File: config.mk
export PLATFORM = sky130hd
export DESIGN_NAME = sram_controller
export DESIGN_NICKNAME = d
export VERILOG_FILES = /design/src/rtl/sram_controller_pkg.sv /design/src/rtl/sram_rd_cache.sv /design/src/rtl/sram_controller.sv
export SDC_FILE = /design/constraint.sdc
export NUM_CORES = 1
export LEC_CHECK = 0
export BUFFER_PORTS_ARGS = -buffer_cell sky130_fd_sc_hd__buf_4
export CAP_MARGIN = 40
export CORE_MARGIN = 2
export CORE_UTILIZATION = 54
export CTS_CLUSTER_DIAMETER = 40
export CTS_CLUSTER_SIZE = 40
export DETAILED_ROUTE_END_ITERATION = 10
export PLACE_DENSITY = 0.93
export SLEW_MARGIN = 0
export SYNTH_ARGS = -nofsm -noshare
export SYNTH_HDL_FRONTEND = slang
export SYNTH_SLANG_ARGS = --single-unit
File: constraint.sdc
create_clock -name clk -period 4.55 [get_ports clk]
set_input_delay 0.6825 -clock clk [delete_from_list [all_inputs] [get_ports clk]]
set_output_delay 0.6825 -clock clk [all_outputs]
set_load 0.01 [all_outputs]
File: src/rtl/sram_controller_pkg.sv
// Shared types and defaults for the 16-bit off-chip SRAM sequencer.
package sram_controller_pkg;

    typedef enum logic [1:0] {
        IDLE = 2'd0,
        LOW  = 2'd1,
        HIGH = 2'd2,
        DONE = 2'd3
    } sram_state_e;

    localparam int unsigned SRAM_BASE_ADDR   = 32'd1024;
    localparam int unsigned SRAM_WAIT_CYCLES = 5;
    localparam int unsigned SRAM_ADDR_W      = 18;
    localparam int unsigned SRAM_DQ_W        = 16;
    localparam int unsigned SRAM_WORD_W      = 32;

    // Byte offset of a CPU address inside the SRAM window (wraps, no range check).
    function automatic logic [31:0] byte_offset(input logic [31:0] addr, input logic [31:0] base);
        return addr - base;
    endfunction

endpackage

File: src/rtl/sram_rd_cache.sv
// Single-entry read cache for sram_controller: valid/tag/data register with hit compare.
module sram_rd_cache
    import sram_controller_pkg::*;
#(
    parameter int unsigned WORD_IDX_W = 17
) (
    input  logic                   clk,
    input  logic                   rst_n,
    input  logic [WORD_IDX_W-1:0]  lookup_word,
    output logic                   hit_c,
    output logic [SRAM_WORD_W-1:0] data,
    input  logic                   fill_en,
    input  logic [WORD_IDX_W-1:0]  fill_word,
    input  logic [SRAM_WORD_W-1:0] fill_data
);

    logic                  valid;
    logic [WORD_IDX_W-1:0] tag;

    assign hit_c = valid && (tag == lookup_word);

    always_ff @(posedge clk or negedge rst_n) begin
        if (!rst_n) begin
            valid <= 1'b0;
            tag   <= '0;
            data  <= '0;
        end else if (fill_en) begin
            valid <= 1'b1;
            tag   <= fill_word;
            data  <= fill_data;
        end
    end

endmodule

File: src/rtl/sram_controller.sv
// Splits one 32-bit MEM-stage load/store into two timed 16-bit SRAM accesses.
// Optional single-entry read cache enabled by defining SRAM_RD_CACHE_EN.
module sram_controller
    import sram_controller_pkg::*;
#(
    parameter int unsigned WAIT_CYCLES = SRAM_WAIT_CYCLES,
    parameter int unsigned BASE_ADDR   = SRAM_BASE_ADDR,
    parameter int unsigned SRAM_AW     = SRAM_ADDR_W
) (
    input  logic                   clk,
    input  logic                   rst_n,
    input  logic                   rd_en,
    input  logic                   wr_en,
    input  logic [31:0]            address,
    input  logic [SRAM_WORD_W-1:0] write_data,
    output logic [SRAM_WORD_W-1:0] read_data,
    output logic                   ready,
    output logic [SRAM_AW-1:0]     sram_addr,
    output logic [SRAM_DQ_W-1:0]   sram_dq_out,
    output logic                   sram_dq_oe,
    input  logic [SRAM_DQ_W-1:0]   sram_dq_in,
    output logic                   sram_we_n
);

    localparam int unsigned CNT_W      = (WAIT_CYCLES > 1) ? $clog2(WAIT_CYCLES) : 1;
    localparam int unsigned WORD_IDX_W = SRAM_AW - 1;
    localparam logic [CNT_W-1:0] CNT_LAST = CNT_W'(WAIT_CYCLES - 1);
    localparam logic [CNT_W-1:0] CNT_HOLD = CNT_W'(WAIT_CYCLES - 2);

    sram_state_e             state;
    logic [CNT_W-1:0]        cnt;
    logic                    op_write;
    logic [WORD_IDX_W-1:0]   word_q;
    logic [SRAM_WORD_W-1:0]  data_q;

    logic [31:0]             offset_c;
    logic [WORD_IDX_W-1:0]   req_word_c;
    logic                    req_c;
    logic                    last_c;
    logic                    cache_hit_c;
    logic [SRAM_WORD_W-1:0]  cache_data_c;
    logic                    unused_offset_bits;

    assign offset_c           = byte_offset(address, 32'(BASE_ADDR));
    assign req_word_c         = offset_c[SRAM_AW:2];
    assign unused_offset_bits = ^{offset_c[31:SRAM_AW+1], offset_c[1:0]};
    assign req_c              = rd_en | wr_en;
    assign last_c             = (cnt == CNT_LAST);

    // Pipeline stall: low from the request cycle until the completion cycle.
    assign ready = ((state == IDLE) && !req_c) || (state == DONE);

`ifdef SRAM_RD_CACHE_EN
    logic [WORD_IDX_W-1:0]  lookup_word_c;
    logic                   fill_en_c;
    logic [SRAM_WORD_W-1:0] fill_data_c;

    // Look up the incoming word in IDLE, the latched word when deciding the DONE update.
    assign lookup_word_c = (state == IDLE) ? req_word_c : word_q;
    assign fill_en_c     = (state == DONE) && (!op_write || cache_hit_c);
    assign fill_data_c   = op_write ? data_q : read_data;

    sram_rd_cache #(
        .WORD_IDX_W (WORD_IDX_W)
    ) u_rd_cache (
        .clk         (clk),
        .rst_n       (rst_n),
        .lookup_word (lookup_word_c),
        .hit_c       (cache_hit_c),
        .data        (cache_data_c),
        .fill_en     (fill_en_c),
        .fill_word   (word_q),
        .fill_data   (fill_data_c)
    );
`else
    assign cache_hit_c  = 1'b0;
    assign cache_data_c = '0;
`endif

    // Sequencer: pin values are registered alongside the state they belong to.
    always_ff @(posedge clk or negedge rst_n) begin
        if (!rst_n) begin
            state       <= IDLE;
            cnt         <= '0;
            op_write    <= 1'b0;
            word_q      <= '0;
            data_q      <= '0;
            read_data   <= '0;
            sram_addr   <= '0;
            sram_dq_out <= '0;
            sram_dq_oe  <= 1'b0;
            sram_we_n   <= 1'b1;
        end else begin
            case (state)
                IDLE: begin
                    if (req_c) begin
                        op_write <= wr_en;
                        word_q   <= req_word_c;
                        data_q   <= write_data;
                        cnt      <= '0;
                        if (rd_en && !wr_en && cache_hit_c) begin
                            read_data <= cache_data_c;
                            state     <= DONE;
                        end else begin
                            state       <= LOW;
                            sram_addr   <= {req_word_c, 1'b0};
                            sram_dq_oe  <= wr_en;
                            sram_dq_out <= write_data[15:0];
                            sram_we_n   <= !wr_en;
                        end
                    end
                end
                LOW, HIGH: begin
                    if (last_c) begin
                        cnt <= '0;
                        if (!op_write) begin
                            if (state == LOW) read_data[15:0]  <= sram_dq_in;
                            else              read_data[31:16] <= sram_dq_in;
                        end
                        if (state == LOW) begin
                            state       <= HIGH;
                            sram_addr   <= {word_q, 1'b1};
                            sram_dq_out <= data_q[31:16];
                            sram_we_n   <= !op_write;
                        end else begin
                            state      <= DONE;
                            sram_dq_oe <= 1'b0;
                            sram_we_n  <= 1'b1;
                        end
                    end else begin
                        cnt <= cnt + CNT_W'(1);
                        // Strobe released for the final cycle of each half so data is held past we_n rise.
                        sram_we_n <= !op_write || (cnt == CNT_HOLD);
                    end
                end
                DONE:    state <= IDLE;
                default: state <= IDLE;
            endcase
        end
    end

endmodule

==> impl_metrics.env <==
export IMPL_run_status="finished, final reports clean"
export IMPL_synthCells=374
export IMPL_fin_skew_ns=0.0166
export IMPL_synth_warning_count=0
export IMPL_die_w_um=96.3
export IMPL_finalCritPeriodShare_pct=59.8
export IMPL_tightest_slew_ns=0.817
export IMPL_post_synth_top_area_fraction_pct=57.7
export IMPL_clk_latency_ns=0.38
export IMPL_via_count=3362
export IMPL_clk_root_buffer_cell="sky130_fd_sc_hd__clkbuf_8"
export IMPL_synth_distinct_cells=36
export IMPL_detailed_place_hpwl_mm=7.41
export IMPL_global_route_overflow_total=0
export IMPL_post_route_cells_drive_above_1_share_pct=44.2
export IMPL_power_leakage_nw=2.87
export IMPL_path_cells="inv_1, ha_2, or3b_1, nand2b_1, buf_4"
export IMPL_synth_async_reset_ratio_pct=100
export IMPL_syn_mean_instance_area_um2=12.3
export IMPL_tritoncts="done"
export IMPL_finalSetupViolations=0
export IMPL_design_die_area_um2=9270
export IMPL_max_freq_mhz=367
export IMPL_synth_top_cells_by_count="sky130_fd_sc_hd__dfrtp_1 (106), sky130_fd_sc_hd__mux2_2 (58), sky130_fd_sc_hd__nand2_1 (50), sky130_fd_sc_hd__o21ai_0 (46), sky130_fd_sc_hd__mux2i_1 (25)"
export IMPL_worst_hold_path_type="in2async"
export IMPL_cts_hold_repair_buffers=0
export IMPL_port_buffers=137
export IMPL_drc_errors=0
export IMPL_grt_max_degree=60
export IMPL_drt_antenna_violating_nets=0
export IMPL_synthToLayoutAreaGrowth_pct=29.9
export IMPL_yosys_top_cells_area="sky130_fd_sc_hd__dfrtp_1 (58%), sky130_fd_sc_hd__mux2_2 (14%), sky130_fd_sc_hd__mux2i_1 (5.4%)"
export IMPL_detail_route_iter0_violations=94
export IMPL_timing_critical_path_required_ns=3.87
export IMPL_layout_setup_ws_ns=1.83
export IMPL_placed_area_um2=5770
export IMPL_max_cap_violations=0
export IMPL_cp_start_kind="flop"
export IMPL_layout_min_cycle_time_ns=2.72
export IMPL_grt_first_pass_wirelength_mm=15.5
export IMPL_vdd_drop_max_mv=0.417
export IMPL_h_tree_depth=3
export IMPL_row_count=33
export IMPL_synth_flop_cell="sky130_fd_sc_hd__dfrtp_1"
export IMPL_relSlewSlack_pct=45.4
export IMPL_n_antenna_cell=0
export IMPL_cp_slowest_stage_delay_ns=0.52
export IMPL_postSynthNetCount=466
export IMPL_synth_most_common_cell="sky130_fd_sc_hd__dfrtp_1"
export IMPL_syn_area_um2=4600
export IMPL_final_max_slew_viols=0
export IMPL_critPathSlowestCell="sky130_fd_sc_hd__or3b_1"
export IMPL_start_util_pct=56.0
export IMPL_vias_per_cell=5.43
export IMPL_drt_wirelength_per_cell_um=16.0
export IMPL_critPathKind="reg2out"
export IMPL_worst_setup_hold_path_clk_slew_ns=0.11
export IMPL_hold_violations_final=0
export IMPL_floorplan_io_pins=153
export IMPL_worstPathMaxFanout=9
export IMPL_postLayoutCellArea_um2=5970
export IMPL_detailedPlace_worstSlack_ns=2.20
export IMPL_critPathArrivalTime_ns=2.04
export IMPL_num_fill_cells=566
export IMPL_core_area_um2=8220
export IMPL_ctsResizeCount=0
export IMPL_tritoncts_num_buffers=9
export IMPL_power_density_nw_per_um2=724
export IMPL_gr_usage_all_layers_pct=21.9
export IMPL_worst_hold_slack_ns=0.190
export IMPL_total_negative_setup_slack_ns=0
export IMPL_cp_top_family="simple AND/OR/NAND/NOR gates"
export IMPL_yosys_register_bits=107
export IMPL_setup_worst_path_end_class="output port"
export IMPL_max_clock_path_buffers=2
export IMPL_synth_largest_area_cell="sky130_fd_sc_hd__dfrtp_1"
export IMPL_grt_antenna_before_repair=0
export IMPL_die_h_um=96.3
export IMPL_gp_congestion=0.779
export IMPL_nNetsFinal=601
export IMPL_final_seq_area_um2=2680
export IMPL_multiInputGateArea_um2=1810
export IMPL_drt_wl_total_mm=9.88
export IMPL_power_total_mw=4.32
export IMPL_yosysSeqAreaShare_pct=58.3
export IMPL_worst_path_buf_inv=2
export IMPL_first_pass_iters=4
export IMPL_clock_sinks=107
export IMPL_synth_enable_flop_cells=0
export IMPL_first_global_vias=3390
export IMPL_setup_repair_after_global_routing_missed_its_margin="no"
export IMPL_postCtsSetupBuffers=0
state kept, by name, indices dropped and copies added, names as in the netlist:
register     flops
word_q          17
sram_we_n        1
sram_dq_out     16
cnt              3
sram_dq_oe       1
data_q          16
sram_addr       18
op_write         1
read_data       32
state            2
final cells by class:
class | instances | area share, %
tap | 105 | 2.20
timing repair buffer | 143 | 18.7
multi-input combinational | 239 | 30.3
clock inverter | 7 | 1.32
sequential | 107 | 44.9
clock buffer | 9 | 2.07
inverter | 9 | 0.566
power by group:
part           switching (mW)  internal (mW)  total [mW]
logic                   0.993           1.04        2.04
registers               0.272           1.44        1.71
clock network           0.358          0.219       0.577
total                    1.62           2.70        4.32
final timing paths:
check                         startpoint  cells after the start             end  slack [ns]
setup / recovery                state[0]                      5           ready        1.83
hold / removal                     rst_n                      1        op_write        0.19
setup reg to reg                state[0]                      6   sram_addr[17]        2.19
hold reg to reg            sram_addr[11]                      2   sram_addr[11]        0.49
max in group asynchronous          rst_n                      3  sram_dq_out[7]        3.38
min in group clk           sram_addr[11]                      2   sram_addr[11]        0.49
layout by cell type, fill, tap and decap left out, types with 3 or more instances in the layout:
cell and instances:
sky130_fd_sc_hd__a21oi_1 6, sky130_fd_sc_hd__o211ai_1 4, sky130_fd_sc_hd__inv_6 3, sky130_fd_sc_hd__clkbuf_8 9, sky130_fd_sc_hd__dfrtp_1 106, sky130_fd_sc_hd__buf_4 140, sky130_fd_sc_hd__nor2_1 7, sky130_fd_sc_hd__ha_1 7
sky130_fd_sc_hd__inv_1 8, sky130_fd_sc_hd__mux2i_1 25, sky130_fd_sc_hd__mux2_2 58, sky130_fd_sc_hd__xnor2_1 5, sky130_fd_sc_hd__o21ai_0 46, sky130_fd_sc_hd__nand2_1 50, sky130_fd_sc_hd__nand3_1 7
routing by layer:
metal / GRT usage [%] / up-vias / part of all wire, % / wire length (um)
li1: - / 1574 / - / -
met4: 7.86 / 0 / 2.0 / 197
met5: 0 / - / 0 / 0
met1: 25.8 / 1622 / 39 / 3860
met2: 37.4 / 144 / 49 / 4830
met3: 7.20 / 22 / 10 / 991
logic make-up (layout without fill, tap and decap cells):
group	after synthesis	in the layout	share of synthesized area, %
DFF	107	107	58.3
xor gates and xnor gates	7	7	1.33
and+or+nand+nor	76	76	7.97
adders and majority gates	8	8	2.18
AOI/OAI and AO/OA	65	65	7.86
buffers and inverters	28	168	2.75
muxes	83	83	19.6
through the flow:
step,utilization (%),std cells
global placement,69.4,600
floorplan,-,374
global route,72.7,619
detailed placement,70.2,603
finish,72.7,619
CTS,72.7,619
(Power assumes the default switching activity.)
